## config.mk

```make
export PLATFORM = sky130hd
export DESIGN_NAME = ac97_slotgen
export DESIGN_NICKNAME = d
export VERILOG_FILES = /design/src/rtl/ac97_pkg.sv /design/src/rtl/ac97_pcm_fifo.sv /design/src/rtl/ac97_slotgen.sv
export SDC_FILE = /design/constraint.sdc
export NUM_CORES = 1
export LEC_CHECK = 0
export ABC_AREA = 1
export CAP_MARGIN = 10
export CORE_ASPECT_RATIO = 2
export CORE_MARGIN = 5
export CORE_UTILIZATION = 52
export CTS_CLUSTER_SIZE = 24
export DETAILED_ROUTE_END_ITERATION = 8
export GPL_TIMING_DRIVEN = 0
export PLACE_DENSITY = 0.79
export REMOVE_ABC_BUFFERS = 1
export SETUP_SLACK_MARGIN = 0.4
export SYNTH_ARGS = -nofsm -noshare
export SYNTH_HDL_FRONTEND = slang
export SYNTH_SLANG_ARGS = --single-unit
```

## constraint.sdc

```tcl
create_clock -name sys_clk -period 3.52 [get_ports sys_clk]
set_input_delay 0.704 -clock sys_clk [delete_from_list [all_inputs] [get_ports sys_clk]]
set_output_delay 0.704 -clock sys_clk [all_outputs]
set_load 0.05 [all_outputs]
```

## src/rtl/ac97_pkg.sv

```systemverilog
// ac97_pkg: definitions shared by the AC'97 downlink slot generator.
//   - AC97_SLOT_W      : width of one AC'97 slot (20 bits)
//   - AC97_RW_BIT      : read/write flag position inside the slot 1 address word
//   - AC97_IDX_HI/LO   : codec register index field inside the slot 1 address word
//   - AC97_JUST_SHIFT  : left-justify shift for 16-bit values in a 20-bit slot
//   - cmd_state_t      : command FSM states
package ac97_pkg;

  localparam int AC97_SLOT_W     = 20;
  localparam int AC97_RW_BIT     = 19;
  localparam int AC97_IDX_HI     = 18;
  localparam int AC97_IDX_LO     = 12;
  localparam int AC97_JUST_SHIFT = 4;

  typedef enum logic [1:0] {
    CMD_IDLE    = 2'd0,
    CMD_PENDING = 2'd1,
    CMD_ISSUED  = 2'd2
  } cmd_state_t;

  // 16-bit value placed in the top bits of a 20-bit slot.
  function automatic logic [AC97_SLOT_W-1:0] ac97_left_justify(input logic [15:0] val);
    return {val, {AC97_JUST_SHIFT{1'b0}}};
  endfunction

  // Slot 1 address word: bit 19 set for a read, register index in [18:12].
  function automatic logic [AC97_SLOT_W-1:0] ac97_cmd_slot(input logic       write,
                                                           input logic [6:0] idx);
    logic [AC97_SLOT_W-1:0] slot;
    slot                          = '0;
    slot[AC97_RW_BIT]             = ~write;
    slot[AC97_IDX_HI:AC97_IDX_LO] = idx;
    return slot;
  endfunction

endpackage

```

## src/rtl/ac97_pcm_fifo.sv

```systemverilog
// ac97_pcm_fifo: synchronous FIFO holding stereo sample pairs.
//   clk, srst        : clock, synchronous active-high reset (flushes the FIFO)
//   i_push, i_wdata  : push request and data; ignored while full
//   i_pop            : pop request; ignored while empty
//   o_rdata          : head-of-queue data (valid while not empty)
//   o_level          : occupancy, 0..DEPTH
//   o_full, o_empty  : decoded from the level at the start of the cycle
module ac97_pcm_fifo #(
  parameter int DEPTH = 4,
  parameter int WIDTH = 32
) (
  input  logic                     clk,
  input  logic                     srst,
  input  logic                     i_push,
  input  logic [WIDTH-1:0]         i_wdata,
  input  logic                     i_pop,
  output logic [WIDTH-1:0]         o_rdata,
  output logic [$clog2(DEPTH):0]   o_level,
  output logic                     o_full,
  output logic                     o_empty
);

  localparam int AW = $clog2(DEPTH);

  logic [WIDTH-1:0] r_mem [DEPTH];
  logic [AW-1:0]    r_wr_ptr;
  logic [AW-1:0]    r_rd_ptr;
  logic [AW:0]      r_level;

  logic w_full;
  logic w_empty;
  logic w_do_push;
  logic w_do_pop;

  assign w_full    = (r_level == (AW+1)'(DEPTH));
  assign w_empty   = (r_level == '0);
  // A push at full is refused even if a pop frees a slot in the same cycle.
  assign w_do_push = i_push & ~w_full;
  assign w_do_pop  = i_pop & ~w_empty;

  // The consumer registers the head on the pop cycle, so the head is read
  // combinationally; the storage is tiny and maps to distributed RAM.
  assign o_rdata = r_mem[r_rd_ptr];
  assign o_level = r_level;
  assign o_full  = w_full;
  assign o_empty = w_empty;

  always_ff @(posedge clk) begin
    if (w_do_push) begin
      r_mem[r_wr_ptr] <= i_wdata;
    end
  end

  // Pointers are AW bits wide, so they wrap modulo DEPTH (a power of two).
  always_ff @(posedge clk) begin
    if (srst) begin
      r_wr_ptr <= '0;
      r_rd_ptr <= '0;
      r_level  <= '0;
    end else begin
      if (w_do_push) r_wr_ptr <= r_wr_ptr + 1'b1;
      if (w_do_pop)  r_rd_ptr <= r_rd_ptr + 1'b1;
      case ({w_do_push, w_do_pop})
        2'b10:   r_level <= r_level + 1'b1;
        2'b01:   r_level <= r_level - 1'b1;
        default: r_level <= r_level;
      endcase
    end
  end

endmodule

```

## src/rtl/ac97_slotgen.sv

```systemverilog
// ac97_slotgen: AC'97 downlink slot 1-4 generator feeding the framer.
//   sys_clk, sys_rst            : clock, synchronous active-high reset
//   enable / en                 : global enable in / registered enable to framer
//   next_frame                  : frame-start pulse from the framer
//   addr*/data*/pcmleft*/pcmright* : slot 1-4 contents and tag bits, held per frame
//   cmd_*                       : codec register command request/ack/done
//   pcm_*                       : stereo sample push interface and FIFO level
//   underrun                    : pulse when a frame starts with no sample queued
module ac97_slotgen
  import ac97_pkg::*;
#(
  parameter int PCM_DEPTH = 4
) (
  input  logic                       sys_clk,
  input  logic                       sys_rst,
  input  logic                       enable,
  output logic                       en,
  input  logic                       next_frame,
  output logic                       addr_valid,
  output logic                       data_valid,
  output logic                       pcmleft_valid,
  output logic                       pcmright_valid,
  output logic [AC97_SLOT_W-1:0]     addr,
  output logic [AC97_SLOT_W-1:0]     data,
  output logic [AC97_SLOT_W-1:0]     pcmleft,
  output logic [AC97_SLOT_W-1:0]     pcmright,
  input  logic                       cmd_stb,
  input  logic                       cmd_write,
  input  logic [6:0]                 cmd_addr,
  input  logic [15:0]                cmd_wdata,
  output logic                       cmd_ack,
  output logic                       cmd_done,
  input  logic                       pcm_stb,
  input  logic [15:0]                pcm_left,
  input  logic [15:0]                pcm_right,
  output logic                       pcm_ack,
  output logic [$clog2(PCM_DEPTH):0] pcm_level,
  output logic                       underrun
);

  cmd_state_t r_state;
  logic       r_en;
  logic       r_cmd_write;
  logic [6:0] r_cmd_addr;
  logic [15:0] r_cmd_wdata;
  logic       r_cmd_ack;
  logic       r_cmd_done;
  logic       r_underrun;
  logic       r_addr_valid;
  logic       r_data_valid;
  logic       r_pcm_valid;
  logic [AC97_SLOT_W-1:0] r_addr;
  logic [AC97_SLOT_W-1:0] r_data;
  logic [AC97_SLOT_W-1:0] r_pcmleft;
  logic [AC97_SLOT_W-1:0] r_pcmright;

  logic        w_fe;
  logic [31:0] w_head;
  logic        w_full;
  logic        w_empty;

  // Frames only advance while the registered enable is high.
  assign w_fe = next_frame & r_en;

  ac97_pcm_fifo #(
    .DEPTH (PCM_DEPTH),
    .WIDTH (32)
  ) u_pcm_fifo (
    .clk     (sys_clk),
    .srst    (sys_rst),
    .i_push  (pcm_stb),
    .i_wdata ({pcm_left, pcm_right}),
    .i_pop   (w_fe),
    .o_rdata (w_head),
    .o_level (pcm_level),
    .o_full  (w_full),
    .o_empty (w_empty)
  );

  assign pcm_ack = pcm_stb & ~w_full;

  always_ff @(posedge sys_clk) begin
    if (sys_rst) begin
      r_state      <= CMD_IDLE;
      r_en         <= 1'b0;
      r_cmd_write  <= 1'b0;
      r_cmd_addr   <= '0;
      r_cmd_wdata  <= '0;
      r_cmd_ack    <= 1'b0;
      r_cmd_done   <= 1'b0;
      r_underrun   <= 1'b0;
      r_addr_valid <= 1'b0;
      r_data_valid <= 1'b0;
      r_pcm_valid  <= 1'b0;
      r_addr       <= '0;
      r_data       <= '0;
      r_pcmleft    <= '0;
      r_pcmright   <= '0;
    end else begin
      r_en       <= enable;
      r_cmd_ack  <= 1'b0;
      r_cmd_done <= 1'b0;
      r_underrun <= 1'b0;

      case (r_state)
        // A frame event in this same cycle is deliberately not used: the
        // command waits for the next full frame.
        CMD_IDLE: begin
          if (cmd_stb) begin
            r_cmd_write <= cmd_write;
            r_cmd_addr  <= cmd_addr;
            r_cmd_wdata <= cmd_wdata;
            r_cmd_ack   <= 1'b1;
            r_state     <= CMD_PENDING;
          end
        end
        CMD_PENDING: begin
          if (w_fe) begin
            r_addr_valid <= 1'b1;
            r_addr       <= ac97_cmd_slot(r_cmd_write, r_cmd_addr);
            r_data_valid <= r_cmd_write;
            r_data       <= r_cmd_write ? ac97_left_justify(r_cmd_wdata) : '0;
            r_state      <= CMD_ISSUED;
          end
        end
        CMD_ISSUED: begin
          if (w_fe) begin
            r_cmd_done   <= 1'b1;
            r_addr_valid <= 1'b0;
            r_data_valid <= 1'b0;
            r_addr       <= '0;
            r_data       <= '0;
            r_state      <= CMD_IDLE;
          end
        end
        default: r_state <= CMD_IDLE;
      endcase

      if (w_fe) begin
        if (!w_empty) begin
          r_pcm_valid <= 1'b1;
          r_pcmleft   <= ac97_left_justify(w_head[31:16]);
          r_pcmright  <= ac97_left_justify(w_head[15:0]);
        end else begin
          r_pcm_valid <= 1'b0;
          r_pcmleft   <= '0;
          r_pcmright  <= '0;
          r_underrun  <= 1'b1;
        end
      end
    end
  end

  assign en             = r_en;
  assign cmd_ack        = r_cmd_ack;
  assign cmd_done       = r_cmd_done;
  assign underrun       = r_underrun;
  assign addr_valid     = r_addr_valid;
  assign data_valid     = r_data_valid;
  assign pcmleft_valid  = r_pcm_valid;
  assign pcmright_valid = r_pcm_valid;
  assign addr           = r_addr;
  assign data           = r_data;
  assign pcmleft        = r_pcmleft;
  assign pcmright       = r_pcmright;

endmodule

```

==> impl_metrics.json, run 1 <==
{
  "gp_congestion": 0.762,
  "cts_tree": "yes",
  "hold_path.class": "flip-flop to flip-flop",
  "synthCells": 876,
  "cts_root_buf": "clkbuf_16",
  "crit_path_top_delay_cell": "clkdlybuf4s50_1",
  "fin_crit_sh_pct": 82.0,
  "p_int_mw": 4.54,
  "ys_types": 26,
  "finalCriticalPeriod_ps": 2890,
  "relSlewSlack_pct": 26.3,
  "clk_pin_slew_ps": 70,
  "leakagePower_nw": 4.23,
  "grt_first_pass_wirelength_microns": 29200,
  "htree_levels": 1,
  "routedWlPerCell_microns": 15.5,
  "io_pins": 154,
  "seq_area_sq_um": 5810,
  "tns_ps": 0,
  "fillers": 1294,
  "yosys.area_share.simple_pct": 19.0,
  "start_kind": "input port",
  "routed_wl_microns": 18700,
  "cts_made_buffers": 19,
  "clock-sinks": 226,
  "end_kind": "flip-flop",
  "power_density_nw_per_um2": 543,
  "start_util_pct": 52.5,
  "worstHoldStart": "pcmleft[10]",
  "cpPeakStageDelay_ps": 470,
  "arrival_ps": 3270,
  "dieHeight_microns": 193,
  "rsz0062_at_grt": "false",
  "pwr-share-clk_pct": 40.1,
  "comb_power_share_pct": 9.6,
  "muxShareOfSynthArea_pct": 0,
  "r2r_slack_ps": 970,
  "drt_pass1_iterations": 5,
  "dieArea_sq_um": 19700,
  "ctsHoldBuffers": 0,
  "r2r-end": "u_pcm_fifo.o_level[2]",
  "rr_worst_depth": 11,
  "track_usage_pct": 18.7,
  "core_area_sq_um": 16700,
  "portBuffers": 129,
  "grt_pass1_vias": 5902,
  "clk_latency_ps": 490,
  "tightest_slew_ps": 1100,
  "overflow": 0,
  "diodes": 0,
  "route.detailed.drc": 0,
  "holdPathEnd": "pcmleft[10]",
  "critical_path_class": "input port to flip-flop",
  "yosys_warnings": 0,
  "vdd_drop_max_mv": 0.442,
  "switching_share_pct": 22.9,
  "num_vias": 6059,
  "final_nets": 1059,
  "post_cts_buffers": 0,
  "synth_compound_area_share_pct": 5.65,
  "core.rowCount": 67,
  "seq_area_frac_synth_pct": 66.3,
  "die_w_microns": 102,
  "finish.instance_area_sq_um": 10800,
  "hpwl_microns": 12200,
  "final_antenna_net_count": 0,
  "via_per_inst": 5.00,
  "place_area_sq_um": 10100,
  "areaGrowthSynthToFinish_pct": 24.0,
  "whs_path_depth": 2,
  "outcome": "finished, final reports clean",
  "startpoint": "next_frame",
  "maxCapViolCount": 0,
  "synth_area_sq_um": 8750,
  "path_max_fanout": 21,
  "timing.rr.start": "en",
  "finalClockSkew_ps": 12.8,
  "grt_max_degree": 65,
  "antenna_found_initial": 0,
  "maxSlewViolCount": 0,
  "required_ps": 3900,
  "clockBufferDepth": 3,
  "hold_violations": 0,
  "postSynthAreaPerCell_sq_um": 9.99,
  "synth-xor-area-share_pct": 0.100,
  "fmax_mhz": 347,
  "setup_viol": 0,
  "synth_top_family_by_area": "simple AND/OR/NAND/NOR gates",
  "worstPathCellList": "clkdlybuf4s50_1 -> nand2_2 -> inv_1 -> nand2_1 -> clkinv_2 -> ha_1 -> inv_1 -> fa_1 -> nand2_1 -> nand3_1 -> o21ai_0 -> a21oi_1",
  "p_seq_share_pct": 50.3,
  "drtIter0Drc": 291,
  "drive_gt1_share_pct": 6.47,
  "synthAdderAreaFrac_pct": 0.944,
  "ys_ff_latch": 226,
  "p_sw_mw": 1.35,
  "multi_input_area_sq_um": 2370
}
==> how the worst max path moves through the flow <==
stage,to,slack [ps],cells past startpoint
floorplan,u_pcm_fifo.r_mem[0][0],640,4
global placement,r_state[1],-940,4
detailed placement,u_pcm_fifo.o_level[2],50,12
CTS,u_pcm_fifo.o_level[2],570,12
global route,u_pcm_fifo.o_level[2],450,13
finish,u_pcm_fifo.o_level[2],630,12
==> logic make-up (layout without fill, tap and decap cells) <==
kind of cell / Yosys count / after routing
simple gates: 406 / 406
fa+ha+maj: 6 / 6
other cells: 1 / 24
buf+inv: 145 / 250
xor+xnor: 1 / 1
flops: 226 / 226
compound gates: 91 / 91
==> layer usage <==
metal | global-route usage (%) | vias up | share of wire [%] | routed length (microns)
met5 | 0 | - | 0 | 0
met4 | 5.67 | 0 | 2.0 | 372
met3 | 2.34 | 28 | 5.8 | 1100
met2 | 36.7 | 177 | 56 | 10500
met1 | 19.8 | 2833 | 36 | 6760
li1 | - | 3021 | - | -
==> Yosys cell counts <==
master    number  area [sq um]
clkbuf_1      15          56.3
a21oi_1       36           180
nor2_1        68           255
nor3_1         2          10.0
a21oi_2       10          87.6
edfxtp_1     128          3840
inv_1         77           289
nor3_4         1          16.3
ha_1           5          62.6
nor2_4         2          22.5
nand2_1      253           950
buf_6          4          45.0
xor2_1         1          8.76
conb_1         1          3.75
inv_2          4          15.0
dfxtp_1       98          1960
o21ai_0       44           220
buf_4         27           203
nand2_2        2          12.5
buf_2         17          85.1
nand4_1        1          6.26
nor2_2         2          12.5
buf_1          1          3.75
fa_1           1          20.0
nand3_1       75           375
o22ai_1        1          6.26
==> registers in the layout (all words and copies together) (netlist names), 2 cells and up, named ones only <==
| register | flops |
|---|---|
| u_pcm_fifo.r_mem | 128 |
| pcmleft | 16 |
| u_pcm_fifo.r_rd_ptr | 2 |
| r_cmd_addr | 7 |
| r_cmd_wdata | 16 |
| addr | 8 |
| u_pcm_fifo.o_level | 3 |
| pcmright | 16 |
| data | 16 |
| u_pcm_fifo.r_wr_ptr | 2 |
| r_state | 2 |
==> layout make-up <==
class,instances,area share (%)
clock buffers,21,4.45
clock inverters,13,2.05
inverters,81,2.81
multi-input cells,528,21.8
flip-flops and latches,226,53.5
well taps,207,2.39
repair buffers,135,13.0
==> through the flow <==
stage | hold WS, ps | total power [mW] | util [%] | std cells | setup WS (ps)
6_report | 453 | 5.89 | 65.0 | 1211 | 634
4_1_cts | 454 | 5.93 | 65.0 | 1211 | 570
3_3_place_gp | 437 | 3.56 | 59.9 | 1171 | -943
3_5_place_dp | 439 | 3.59 | 60.8 | 1177 | 54.1
2_1_floorplan | 440 | 3.35 | - | 835 | 640
5_1_grt | 470 | 6.07 | 65.0 | 1211 | 449
==> critical path: cells and delay by family <==
kind | cells | cell delay [ps]
compound gates | 2 | 250
simple gates | 4 | 650
fa+ha+maj | 2 | 610
buf+inv | 4 | 1030
==> power by group through the flow <==
| stage | registers (mW) | logic, mW | clock network, mW |
|---|---|---|---|
| floorplan | 3.09 | 0.260 | 0 |
| global placement | 3.03 | 0.527 | 0 |
| detailed placement | 3.02 | 0.567 | 0 |
| CTS | 2.97 | 0.569 | 2.40 |
| global route | 2.98 | 0.614 | 2.48 |
| finish | 2.97 | 0.563 | 2.36 |
==> repair_timing <==
item,CTS,global route
gates resized for setup,1,1
setup endpoints to repair,1,1
gates cloned,0,0
pin swaps,0,0
==> layout by cell type (no fill, tap or decap), types with 2 or more instances in the layout <==
cell,instances
a21oi_1,36
a21oi_2,10
buf_12,6
bufinv_16,6
clkbuf_1,2
clkbuf_16,19
clkdlybuf4s50_1,127
clkinv_2,3
clkinvlp_4,2
conb_1,24
dfxtp_1,96
dfxtp_2,2
edfxtp_1,128
ha_1,5
inv_1,77
inv_2,3
nand2_1,253
nand2_2,2
nand3_1,75
nor2_1,64
nor2_2,2
nor2_4,6
nor3_1,2
o21ai_0,44
Power figures use the tool's default switching activity.
==> inputs of run 2 (changes only) <==
clock period = 3 ns   (was 3.52 ns; I/O delays follow)
==> run 2 against run 1 <==
Worst hold slack worse by 34 ps. Critical endpoint unchanged. Count of clock-buffer cells in the layout stayed put. Clock skew decreased by 0.53 ps. Clock power up 17%. Worst setup slack worse by 190 ps. Combinational power grew 18%. Die area did not move. Design area grew 0.12%. Sequential share of layout area is 0.062 points lower. Sequential cell count unchanged. First-iteration DRC count decreased by 5.5%.
==> impl_metrics.json, run 2 (synthesis results as in run 1) <==
{
  "outcome": "finished, final reports clean",
  "grt_pass1_vias": 5900,
  "areaGrowthSynthToFinish_pct": 24.1,
  "routedWlPerCell_microns": 15.5,
  "grt_first_pass_wirelength_microns": 29200,
  "crit_path_top_delay_cell": "clkdlybuf4s50_1",
  "gp_congestion": 0.762,
  "clockBufferDepth": 3,
  "via_per_inst": 5.01,
  "dieHeight_microns": 193,
  "path_max_fanout": 21,
  "final_antenna_net_count": 0,
  "clk_latency_ps": 490,
  "diodes": 0,
  "p_int_mw": 5.33,
  "die_w_microns": 102,
  "switching_share_pct": 22.9,
  "comb_power_share_pct": 9.6,
  "place_ws_ps": -362,
  "portBuffers": 129,
  "grt_max_degree": 65,
  "finalClockSkew_ps": 12.3,
  "fmax_mhz": 392,
  "start_kind": "input port",
  "fillers": 1295,
  "drive_gt1_share_pct": 6.57,
  "tightest_slew_ps": 1110,
  "maxCapViolCount": 0,
  "cpPeakStageDelay_ps": 510,
  "worstPathCellList": "clkdlybuf4s50_1 -> nand2_4 -> inv_1 -> nand2_1 -> clkinv_4 -> ha_1 -> inv_1 -> fa_1 -> nand2_1 -> nand3_1 -> o21ai_0 -> a21oi_1",
  "antenna_found_initial": 0,
  "cts_root_buf": "clkbuf_16",
  "final_nets": 1059,
  "whs_ps": 419,
  "clk_pin_slew_ps": 70,
  "p_sw_mw": 1.58,
  "end_kind": "flip-flop",
  "start_util_pct": 52.5,
  "arrival_ps": 2930,
  "leakagePower_nw": 4.23,
  "routed_wl_microns": 18800,
  "cts_made_buffers": 19,
  "tns_ps": 0,
  "clock-sinks": 226,
  "hpwl_microns": 12200,
  "track_usage_pct": 18.7,
  "overflow": 0,
  "ctsHoldBuffers": 0,
  "relSlewSlack_pct": 25.9,
  "wl_met2_microns": 10600,
  "maxSlewViolCount": 0,
  "drtIter0Drc": 275,
  "multi_input_area_sq_um": 2370,
  "post_cts_buffers": 0,
  "io_pins": 154,
  "critical_path_class": "input port to flip-flop",
  "pwr-share-clk_pct": 40.1,
  "worst-path-buf-inv": 4,
  "htree_levels": 1,
  "route.detailed.drc": 0,
  "path_delay_family": "buffers and inverters",
  "finish.utilization_pct": 65.1,
  "fin_crit_sh_pct": 85.1,
  "hold_violations": 0,
  "mostFrequentLayoutCell": "nand2_1",
  "finish.instance_area_sq_um": 10900,
  "routed.top_layer": "met4",
  "fin_total_pwr_mw": 6.91,
  "vdd_drop_max_mv": 0.517,
  "layout_common_cells": "nand2_1 (252), edfxtp_1 (128), clkdlybuf4s50_1 (127), dfxtp_1 (96), inv_1 (77)",
  "wl_met1_microns": 6800,
  "required_ps": 3380,
  "power_density_nw_per_um2": 636,
  "p_seq_share_pct": 50.3,
  "core_area_sq_um": 16700,
  "rsz0062_at_grt": "true",
  "finalCriticalPeriod_ps": 2550,
  "setup_ws_ps": 448,
  "core.rowCount": 67,
  "dieArea_sq_um": 19700,
  "place_area_sq_um": 10100,
  "largest_reg_flops": 128,
  "dr_wl_met3_microns": 1070,
  "setup_viol": 0,
  "regMostFlops": "u_pcm_fifo.r_mem",
  "fin_cells": 1211,
  "num_vias": 6062,
  "hold_path.class": "input port to flip-flop",
  "dp.cells": 1177,
  "drt_pass1_iterations": 4,
  "seq_area_sq_um": 5810,
  "cts_tree": "yes"
}
==> run 2: cell types whose count changed in the layout (fill, tap and decap cells not counted), sizes merged <==
cell           delta
clkdlybuf4s15     +1
dlygate4sd2       -1
==> run 2: layout make-up <==
| type | instances | share of cell area, % |
|---|---|---|
| inverters | 81 | 2.85 |
| multi-input cells | 528 | 21.9 |
| flip-flops and latches | 226 | 53.5 |
| well taps | 207 | 2.38 |
| clock inverters | 13 | 2.05 |
| repair buffers | 135 | 12.9 |
| clock buffers | 21 | 4.45 |
==> run 2: power by group through the flow <==
| stage | Sequential (mW) | Combinational (mW) | Clock (mW) |
|---|---|---|---|
| finish | 3.48 | 0.663 | 2.77 |
| global route | 3.49 | 0.723 | 2.91 |
| CTS | 3.48 | 0.668 | 2.82 |
| detailed placement | 3.55 | 0.665 | 0 |
| global placement | 3.56 | 0.618 | 0 |
| floorplan | 3.63 | 0.305 | 0 |
==> run 2: what timing repair did <==
| item | CTS | global route |
|---|---|---|
| gates cloned | 0 | 0 |
| endpoints found under the setup margin | 2 | 2 |
| gates resized for setup | 3 | 4 |
==> run 2: worst reg2reg max path: stages, from the launching register on <==
cell	delay [ps]
dfxtp_1	370
nand2_4	190
inv_1	180
nand2_1	190
clkinv_4	200
ha_1	200
inv_1	70
fa_1	380
nand2_1	80
nand3_1	90
o21ai_0	190
a21oi_1	60
==> run 2: final timing paths <==
| check | to | startpoint | slack, ps | cells past startpoint |
|---|---|---|---|---|
| setup / recovery | u_pcm_fifo.o_level[2] | next_frame | 450 | 12 |
| hold / removal | pcmleft[4] | sys_rst | 420 | 2 |
| setup reg to reg | u_pcm_fifo.o_level[2] | en | 690 | 11 |
| hold reg to reg | pcmleft[10] | pcmleft[10] | 450 | 2 |
==> run 2: metal layers <==
layer	GRT usage, %	up-vias
met5	0	-
met4	5.67	0
met3	2.34	26
met2	36.7	166
met1	19.8	2851
li1	-	3019
==> inputs of run 3 (changes only) <==
CORE_UTILIZATION = 48   (was 52)
PLACE_DENSITY = 0.74   (was 0.79)
SLEW_MARGIN = 20   (was not set)
==> run 3 against run 2 <==
Non-clock buffer count increased by 1. Core utilization is 4.8 points lower. Sequential share of layout area is 0.31 points lower. Clock power fell by 4%. Combinational power about the same. Critical endpoint is now pcm_ack.
==> impl_metrics.json, run 3 (synthesis results as in run 1) <==
{
  "outcome": "finished, final reports clean",
  "whs_ps": 448,
  "hpwl_microns": 12300,
  "overflow": 0,
  "vdd_drop_max_mv": 0.455,
  "relSlewSlack_pct": 25.4,
  "portBuffers": 129,
  "antenna_found_initial": 0,
  "hold_violations": 0,
  "io_pins": 154,
  "drtIter0Drc": 240,
  "fin_crit_sh_pct": 83.3,
  "tns_ps": 0,
  "num_vias": 6060,
  "leakagePower_nw": 4.25,
  "core.rowCount": 70,
  "setup_viol": 0,
  "routed.top_layer": "met4",
  "routed_wl_microns": 18900,
  "dieHeight_microns": 201,
  "maxCapViolCount": 0,
  "dp.cells": 1186,
  "hold_path.class": "flip-flop to flip-flop",
  "grt_first_pass_wirelength_microns": 29500,
  "place_area_sq_um": 10200,
  "ctsHoldBuffers": 0,
  "path_max_fanout": 10,
  "via_per_inst": 4.95,
  "whs_path_depth": 2,
  "maxSlewViolCount": 0,
  "track_usage_pct": 17.4,
  "clk_pin_slew_ps": 60,
  "layout_common_cells": "nand2_1 (253), edfxtp_1 (128), clkdlybuf4s50_1 (127), dfxtp_1 (96)",
  "grt_pass1_vias": 5799,
  "place_ws_ps": -418,
  "regMostFlops": "u_pcm_fifo.r_mem",
  "wl_met1_microns": 6830,
  "dr_wl_met3_microns": 912,
  "core_area_sq_um": 18100,
  "dieArea_sq_um": 21200,
  "route.detailed.drc": 0,
  "rsz0062_at_grt": "false",
  "drt_pass1_iterations": 6,
  "cts_root_buf": "clkbuf_16",
  "grt_max_degree": 66,
  "mostFrequentLayoutCell": "nand2_1",
  "required_ps": 2400,
  "end_kind": "output port",
  "cts_made_buffers": 20,
  "fin_total_pwr_mw": 6.82,
  "clk_latency_ps": 490,
  "areaGrowthSynthToFinish_pct": 24.9,
  "power_density_nw_per_um2": 624,
  "cts_tree": "yes",
  "tightest_slew_ps": 1120,
  "finalCriticalPeriod_ps": 2500,
  "htree_levels": 1,
  "fin_cells": 1224,
  "finish.instance_area_sq_um": 10900,
  "fmax_mhz": 400,
  "wl_met2_microns": 10800,
  "die_w_microns": 105,
  "setup_ws_ps": 502,
  "largest_reg_flops": 128,
  "diodes": 0,
  "arrival_ps": 1900,
  "final_nets": 1062,
  "gp_congestion": 0.699,
  "finalClockSkew_ps": 11.5,
  "final_antenna_net_count": 0,
  "rr_worst_depth": 5,
  "clock-sinks": 226,
  "start_util_pct": 48.3,
  "finish.utilization_pct": 60.3,
  "start_kind": "input port",
  "critical_path_class": "input port to output port",
  "routedWlPerCell_microns": 15.5,
  "clockBufferDepth": 3,
  "drive_gt1_share_pct": 6.75
}
[run 3: timing repair]
item / in CTS / in global routing
gates cloned: 0 / 1
gates resized for setup: 6 / 4
pin swaps: 0 / 0
endpoints found under the setup margin: 3 / 53
endpoints found under the hold margin: 0 / 0
setup buffers: 1 / 0
[run 3: power by group]
part | total, mW | switching, mW | internal, mW
registers | 3.49 | 0.0630 | 3.42
logic | 0.666 | 0.443 | 0.222
clock network | 2.67 | 1.05 | 1.62
[run 3: worst max-delay path: stages]
cell and delay, ps:
clkdlybuf4s50_1 450, nand2_1 330, inv_1 140, clkdlybuf4s15_2 380
[run 3: cell type report]
type                    count  area [sq um]
multi-input cells         528          2380
fillers                  1503          7200
well taps                 216           270
repair buffers            136          1450
clock buffers              29           586
clock inverters             7           111
repair inverters            1          7.51
flip-flops and latches    226          5810
inverters                  81           315
[run 3: final timing paths]
path               start             end  slack (ps)
min          pcmright[6]     pcmright[6]         450
max              pcm_stb         pcm_ack         500
max reg2reg   r_state[0]  r_cmd_wdata[5]         780
min reg2reg  pcmright[6]     pcmright[6]         450
[run 3: layer usage]
layer | up-vias | track usage (%)
li1 | 3032 | -
met1 | 2844 | 17.5
met5 | - | 0
met2 | 152 | 35.4
met3 | 32 | 2.67
met4 | 0 | 5.21
